`config.mk`:
```
export PLATFORM = sky130hd
export DESIGN_NAME = result_writeback
export DESIGN_NICKNAME = d
export VERILOG_FILES = /design/src/rtl/result_writeback.sv
export SDC_FILE = /design/constraint.sdc
export NUM_CORES = 1
export LEC_CHECK = 0
export ABC_AREA = 1
export CELL_PAD_IN_SITES_DETAIL_PLACEMENT = 1
export CELL_PAD_IN_SITES_GLOBAL_PLACEMENT = 1
export CORE_ASPECT_RATIO = 0.6
export CORE_MARGIN = 3
export CORE_UTILIZATION = 35
export CTS_BUF_LIST = sky130_fd_sc_hd__clkbuf_16
export DETAILED_ROUTE_END_ITERATION = 12
export PLACE_DENSITY = 0.63
export REMOVE_ABC_BUFFERS = 1
export SYNTH_ARGS = -nofsm -noshare
export SYNTH_HDL_FRONTEND = slang
export SYNTH_SLANG_ARGS = --single-unit
```
`constraint.sdc`:
```
create_clock -name clk -period 6.3 [get_ports clk]
set_clock_uncertainty 0.2 [all_clocks]
set_input_delay 0.63 -clock clk [delete_from_list [all_inputs] [get_ports clk]]
set_output_delay 0.63 -clock clk [all_outputs]
set_load 0.005 [all_outputs]
```
`src/rtl/result_writeback.sv`:
```
// Result writeback stage: buffers accumulator results in a FIFO and writes them
// as single-beat valid/ready transfers to consecutive word addresses.
module result_writeback #(
    parameter int unsigned FIFO_DEPTH      = 16,
    parameter int unsigned ADDR_W          = 32,
    parameter int unsigned WORDS_PER_LAYER = 50176
) (
    input  logic              clk,
    input  logic              rst,
    input  logic              start,
    input  logic [ADDR_W-1:0] base_addr,
    input  logic              valid_i,
    input  logic [31:0]       data_i,
    input  logic              conv_done_i,
    output logic              bus_free,
    output logic              m_valid,
    input  logic              m_ready,
    output logic [ADDR_W-1:0] m_addr,
    output logic [31:0]       m_wdata,
    output logic [31:0]       word_cnt,
    output logic              wb_done,
    output logic              drop_err
);

    localparam int unsigned PTR_W = $clog2(FIFO_DEPTH);
    localparam int unsigned CNT_W = PTR_W + 1;

    typedef enum logic [1:0] {
        S_IDLE,
        S_RUN,
        S_DRAIN,
        S_DONE
    } state_t;

    state_t              state_q, state_d;
    logic [31:0]         mem_q [FIFO_DEPTH];
    logic [PTR_W-1:0]    wr_ptr_q, rd_ptr_q;
    logic [CNT_W-1:0]    count_q;
    logic                bus_free_q;
    logic                m_valid_q;
    logic [ADDR_W-1:0]   m_addr_q, next_addr_q;
    logic [31:0]         m_wdata_q;
    logic [31:0]         word_cnt_q;
    logic [31:0]         pushed_cnt_q;
    logic                drop_err_q;

    logic active, full, push, drop, pop, accept;

    always_comb begin
        active = (state_q == S_RUN) || (state_q == S_DRAIN);
        // Fullness is judged on the registered count, so a pop in the same
        // cycle does not make room for a push to a full FIFO.
        full   = (count_q == CNT_W'(FIFO_DEPTH));
        push   = valid_i && active && !full;
        drop   = valid_i && !push;
        accept = m_valid_q && m_ready;
        pop    = (count_q != '0) && (!m_valid_q || m_ready);
    end

    always_comb begin
        state_d = state_q;
        case (state_q)
            S_IDLE:  if (start) state_d = S_RUN;
            S_RUN:   if (conv_done_i || (pushed_cnt_q >= 32'(WORDS_PER_LAYER)))
                         state_d = S_DRAIN;
            S_DRAIN: if ((count_q == '0) && !m_valid_q && !push) state_d = S_DONE;
            S_DONE:  state_d = S_IDLE;
            default: state_d = S_IDLE;
        endcase
    end

    always_ff @(posedge clk) begin
        if (push) mem_q[wr_ptr_q] <= data_i;
    end

    always_ff @(posedge clk or posedge rst) begin
        if (rst) begin
            state_q      <= S_IDLE;
            wr_ptr_q     <= '0;
            rd_ptr_q     <= '0;
            count_q      <= '0;
            bus_free_q   <= 1'b0;
            m_valid_q    <= 1'b0;
            m_addr_q     <= '0;
            m_wdata_q    <= '0;
            next_addr_q  <= '0;
            word_cnt_q   <= '0;
            pushed_cnt_q <= '0;
            drop_err_q   <= 1'b0;
        end else begin
            state_q <= state_d;

            // Lags the count by a cycle; the spare slot takes the in-flight word.
            bus_free_q <= active && (count_q <= CNT_W'(FIFO_DEPTH - 2));

            if (push) wr_ptr_q <= wr_ptr_q + 1'b1;
            if (pop)  rd_ptr_q <= rd_ptr_q + 1'b1;
            case ({push, pop})
                2'b10:   count_q <= count_q + 1'b1;
                2'b01:   count_q <= count_q - 1'b1;
                default: count_q <= count_q;
            endcase

            if (pop) begin
                m_valid_q   <= 1'b1;
                m_addr_q    <= next_addr_q;
                m_wdata_q   <= mem_q[rd_ptr_q];
                next_addr_q <= next_addr_q + ADDR_W'(4);
            end else if (accept) begin
                m_valid_q <= 1'b0;
            end

            if (state_q == S_IDLE && start) begin
                next_addr_q  <= base_addr;
                word_cnt_q   <= '0;
                pushed_cnt_q <= '0;
                drop_err_q   <= 1'b0;
            end else begin
                if (accept && (word_cnt_q != '1))   word_cnt_q   <= word_cnt_q + 1'b1;
                if (push && (pushed_cnt_q != '1))   pushed_cnt_q <= pushed_cnt_q + 1'b1;
            end

            if (drop) drop_err_q <= 1'b1;
        end
    end

    assign bus_free = bus_free_q;
    assign m_valid  = m_valid_q;
    assign m_addr   = m_addr_q;
    assign m_wdata  = m_wdata_q;
    assign word_cnt = word_cnt_q;
    assign wb_done  = (state_q == S_DONE);
    assign drop_err = drop_err_q;

endmodule

```
==> Yosys cells after proc, flatten, opt, wreduce, memory -nomap -nowiden <==
Memory sizes are Yosys's and may differ from the RTL's. A register that Yosys moved wholly into a read port is not among the register bits.
Index checks and enable logic that the tools add are counted.
{ "word_totals": {"ff_bits": 146, "ramBits": 512, "out_inout_bits": 100, "memories": 1} }
{ "classes": {"addsub": 7, "magnitude_cmp": 2, "eq_ne": 11, "muxes": 17, "reduce_logical": 27} }
{ "memory_table": {"columns": ["name", "words", "word_bits", "rd", "rd_ports_with_merged_regs", "write_ports", "line", "source"], "rows": [
  ["mem_q", 16, 32, 1, 1, 1, "36", "logic [31:0] mem_q [FIFO_DEPTH];"]
]} }
{ "op_table": {"columns": ["cell", "count"], "rows": [
  ["32-bit 2-to-1 mux", 6],
  ["32-bit by 1-bit adder with 32-bit output, second input constant", 2],
  ["32-bit != test, second input constant", 2],
  ["32-bit by 3-bit adder with 32-bit output, second input constant", 1],
  ["32-bit by 16-bit >= comparator with 1-bit output, second input constant", 1],
  ["2-bit nonzero test", 6],
  ["1-bit logical AND", 11],
  ["5-bit case mux with 2 select lines", 1],
  ["4-bit by 1-bit adder with 4-bit output, second input constant", 2],
  ["2-bit case mux with 4 select lines", 1],
  ["2-bit equality test, second input constant", 3],
  ["1-bit 2-to-1 mux", 6],
  ["2-bit 2-to-1 mux", 3],
  ["5-bit by 1-bit adder with 5-bit output, second input constant", 1],
  ["5-bit equality test, second input constant", 1],
  ["5-bit by 4-bit <= comparator with 1-bit output, second input constant", 1],
  ["5-bit zero test", 1],
  ["5-bit nonzero test", 1],
  ["5-bit by 1-bit subtractor with 5-bit output, second input constant", 1],
  ["2-bit by 1-bit equality test with 1-bit output, second input constant", 2],
  ["2-bit by 1-bit != test with 1-bit output, second input constant", 2],
  ["1-bit zero test", 3],
  ["1-bit logical OR", 3],
  ["3-bit AND reduction", 1],
  ["2 further kinds", 2]
]} }

==> Longest topological paths before layout <==
{ "depth": {"ltp_word": 8, "mapped_depth": 15, "mapped_depth_nobuf": 15} }

==> Worst setup path before layout <==
OpenSTA, ideal clock, no wires.
{ "synth_path": {"path_type": "register to register", "from": "reg state_q[0]", "to": "mem mem_q[3][0] (enable)", "arrival_time_ns": 3.215, "required_ns": 5.639, "setup_slack_ns": 2.423, "path_stages_with_launch": 7, "synth_period_minus_slack_ns": 3.877, "path_cell_list": "dfrtp_1 -> inv_1 -> ha_1 -> nand2_1 -> inv_1 -> nand2_2 -> nor3_1"} }
{ "synth_via": {"elab_chain_cells": 6, "elab_cells_between_ends": 7, "classes_between": "eq/ne (2); mux (2); reduce/logical (3)"} }
{ "synth_lines": {"columns": ["element", "line", "source"], "rows": [
  ["start, declared", "35", "state_t state_q, state_d;"],
  ["start signal, assigned", "91", "state_q <= state_d;"],
  ["2-bit by 1-bit equality test with 1-bit output / 2-bit equality test (equally long branches)", "50", "active = (state_q == S_RUN) || (state_q == S_DRAIN);"],
  ["1-bit logical OR *", "50", null],
  ["1-bit logical AND * (2 in a row)", "54", "push = valid_i && active && !full;"],
  ["1-bit 2-to-1 mux *", "73", "if (push) mem_q[wr_ptr_q] <= data_i;"],
  ["1-bit 2-to-1 mux (implied by the code) *", "73", null],
  ["end, declared", "36", null]
]} }
Every way passes the cells marked *; elsewhere a longest branch is shown, timed or not.

==> Worst setup path after layout <==
{ "layout_path": {"from": "reg count_q[1]", "to": "reg count_q[4]"} }
{ "layout_via": {"elab_chain_cells": 5, "elab_cells_between_ends": 11, "classes_between": "add/sub (2); eq/ne (3); mux (1); reduce/logical (5)"} }
{ "layout_lines": {"columns": ["element", "line", "source"], "rows": [
  ["start, declared", "38", "logic [CNT_W-1:0] count_q;"],
  ["start signal, assigned", "99", "2'b10: count_q <= count_q + 1'b1;"],
  ["start signal, assigned", "100", "2'b01: count_q <= count_q - 1'b1;"],
  ["start signal, assigned", "101", "default: count_q <= count_q;"],
  ["5-bit equality test", "53", "full = (count_q == CNT_W'(FIFO_DEPTH));"],
  ["1-bit zero test", "54", null],
  ["1-bit logical AND", "54", null],
  ["2-bit by 1-bit equality test with 1-bit output / 2-bit equality test (equally long branches)", "98", "case ({push, pop})"],
  ["5-bit case mux with 2 select lines / 2-bit nonzero test (equally long branches)", null, null]
]} }
Several ways; a longest one is shown, not always the timed one.
A chain may end at the register's enable or synchronous reset.

==> summary.md <==
| Metric | Value |
|---|---|
| Worst-Margin Slew | `1.161 ns` |
| Flop-to-flop setup slack | `2.57 ns` |
| Avg Cell Area, Syn | `9.852 um^2` |
| Pwr Total | `15.34 mW` |
| Initial antenna violation count | `1` |
| Cts bufs inserted | `71` |
| Post-synth EDFFs | `512` |
| CTS tree | `done` |
| Post-synthesis sequential area ratio | `65.71%` |
| Initial core utilization | `35.74%` |
| Worst slew margin | `22.62%` |
| Unique masters post-synth | `36` |
| Reg2Reg Depth | `14` |
| Power Density | `432.7 nW/um^2` |
| Routed wl met3 | `4.714 mm` |
| Final worst slack | `2.572 ns` |
| Htree depth | `3` |
| Post-synth top flop | `edfxtp_1` |
| Final core occ | `41.99%` |
| RSZ-0062 raised after global routing | `no` |
| Max-Cap Viols | `0` |
| Share of post-route cells with drive strength above 1 | `5.857%` |
| Vias per cell | `5.170` |
| Total I/O pin count | `170` |
| Leakage | `13.89 nW` |
| Final setup viols | `0` |
| # resized after CTS | `0` |
| Async S/R FF share, synth | `25.80%` |
| Final Hold Viols | `0` |
| Worst hold margin | `0.2840 ns` |
| Ys Warns | `0` |
| Post-DP HPWL | `56.73 mm` |
| Worst VDD drop | `0.0002792 V` |
| Top sig layer | `met5` |
| Vias after detailed routing | `22720` |
| Met2 WL | `41.52 mm` |
| CTS Hold Bufs | `0` |
| Area growth syn-to-layout | `17.48%` |
| Clock tree root buffer cell | `clkbuf_16` |
| Type of the worst setup path | `register to register` |
| Post-Syn Area | `30180 um^2` |
| Synthesized netlist cell count | `3063` |
| Wire per inst | `21.81 um` |
| Final period util | `59.17%` |
| GRT Overall Usage | `21.19%` |
| Final WL | `95.85 mm` |
| Die Y-Extent | `233.5 um` |
| First-pass GRT wire length | `144.7 mm` |
| Die area | `89900 um^2` |
| Clk buf depth | `3` |
| Worst hold path cell count | `2` |
| Met1 Wirelength | `48.49 mm` |
| Worst slack, placed | `2.024 ns` |
| DRC | `0` |
| Final #Nets | `3291` |
| Core Region | `84440 um^2` |
| Antenna viol nets, final | `0` |
| Worst-path clk slew | `0.05 ns` |
| Crit end category | `register` |
| Status | `completed` |
| Hold Crit Class | `register to register` |
| Skew-Pair Late Insertion Delay | `0.64 ns` |
| Die Wd | `385.1 um` |
| DRT Pass-1 Iters | `5` |
| Hold path endpoint | `m_addr[9]` |
| Crit start category | `register` |
| # fillers | `9387` |
| Max-slew violation count | `0` |
| RD Place Congestion | `0.8680` |
| Worst r2r dst | `count_q[4]` |
| Largest net degree at the start of global routing | `121` |
| Post-CTS Repair Setup Buffers | `0` |
| Hold Startpoint | `m_addr[9]` |
| R2r startpoint | `count_q[1]` |
| Vias in the first global route | `23120` |
| Ant diodes | `0` |
| Max Clk Rate | `268.3 MHz` |
| Sink Count | `690` |
| Number of synthesized register bits | `690` |
| # rows | `82` |
| Global route overflow | `0` |
| Port bufs | `169` |
| Worst path required time | `6.60 ns` |
| Tmin final | `3.728 ns` |
| Drt initial violations | `1806` |
| Crit Path Max Fanout | `28` |
| Crit path DAT | `4.02 ns` |
==> layout make-up <==
class	instances	area (um^2)	area share [%]
well taps	1134	1419	4.002
inverters	187	715.7	2.019
repair buffers	205	1974	5.569
clock inverters	58	452.9	1.278
flip-flops and latches	690	19840	55.95
multi-input cells	2047	9203	25.96
clock buffers	74	1852	5.223
==> cells by family after synthesis <==
group	after synthesis	share of synthesized area [%]
compound gates	376	6.518
xor+xnor	28	0.8127
fa+ha+maj	19	0.8127
buf+inv	326	4.262
flops	690	65.71
simple gates	1624	21.89
==> synthesized netlist by cell type, types with 4 or more instances <==
cell type / number / area share [%]
edfxtp_1: 512 / 51
clkbuf_1: 94 / 1.2
buf_1: 21 / 0.26
dfrtp_1: 178 / 15
inv_1: 182 / 2.3
nand2_1: 1020 / 13
o211ai_1: 4 / 0.10
nand4_1: 51 / 1.1
nand3_1: 219 / 3.6
nor3_1: 9 / 0.15
buf_2: 19 / 0.32
ha_1: 18 / 0.75
nor2_1: 300 / 3.7
xor2_1: 19 / 0.55
o22ai_1: 35 / 0.73
xnor2_1: 9 / 0.26
or2_2: 12 / 0.25
buf_6: 5 / 0.19
o21ai_0: 188 / 3.1
nand2_2: 6 / 0.12
a21oi_1: 139 / 2.3
==> per-stage QoR <==
stage / std cells / TNS, ns / cell area, um^2
3_5_place_dp: 4263 / 0 / 33150
6_report: 4395 / 0 / 35450
2_1_floorplan: 2924 / -88.81 / 29590
3_3_place_gp: 4263 / 0 / 33150
5_1_grt: 4395 / 0 / 35450
4_1_cts: 4395 / 0 / 35450
==> sequential cells by signal, indices dropped and copies added (netlist names), 4 cells and up <==
name          cells
word_cnt         32
pushed_cnt_q     32
rd_ptr_q          4
mem_q           512
wr_ptr_q          4
next_addr_q      32
m_addr           32
m_wdata          32
count_q           5
==> where the power goes <==
| part | internal (mW) | total [mW] | switching (mW) |
|---|---|---|---|
| Combinational | 1.58 | 4.96 | 3.38 |
| Clock | 2.36 | 4.23 | 1.88 |
| Sequential | 5.54 | 6.14 | 0.606 |
==> worst max-delay path, stage by stage, from the launching register on <==
cell and delay [ns]:
dfrtp_1 0.44, nor2_1 0.10, nand3_1 0.17, nand2_4 0.34
inv_2 0.81, ha_1 0.43, inv_1 0.10, fa_1 0.38
inv_1 0.10, a21oi_1 0.06, nor2_1 0.12, nor2_1 0.07
xor2_1 0.14, nand2_1 0.06, o21ai_0 0.07
==> worst max-delay path by stage <==
stage                      startpoint         end  depth (start not counted)
after floorplan           rd_ptr_q[0]  m_wdata[0]                          7
after global placement        m_ready  count_q[4]                         14
after detailed placement      m_ready  count_q[4]                         14
after CTS                  count_q[1]  count_q[4]                         14
after global routing       count_q[0]  count_q[4]                         14
final                      count_q[1]  count_q[4]                         14
==> per-layer routing <==
layer  GRT usage [%]  vias to the layer above
li1                -                    10550
met1           32.76                    11590
met2           31.53                      488
met3           3.628                       92
met4           3.225                        2
met5               0                        -
==> cell usage in the layout (no fill, tap or decap), types with 9 or more instances in the layout <==
| cell type | n |
|---|---|
| buf_4 | 35 |
| a21oi_1 | 139 |
| nand2_1 | 1017 |
| xnor2_1 | 9 |
| or2_2 | 12 |
| clkinv_1 | 19 |
| clkdlybuf4s50_1 | 169 |
| nand3_1 | 219 |
| clkbuf_16 | 74 |
| inv_1 | 195 |
| clkinv_2 | 9 |
| o21ai_0 | 188 |
| nand4_1 | 51 |
| nor2_1 | 285 |
| xor2_1 | 19 |
| nor2_4 | 17 |
| ha_1 | 18 |
| o22ai_1 | 35 |
| dfrtp_1 | 175 |
| edfxtp_1 | 512 |
No activity file was read; power rests on OpenSTA's default activity.
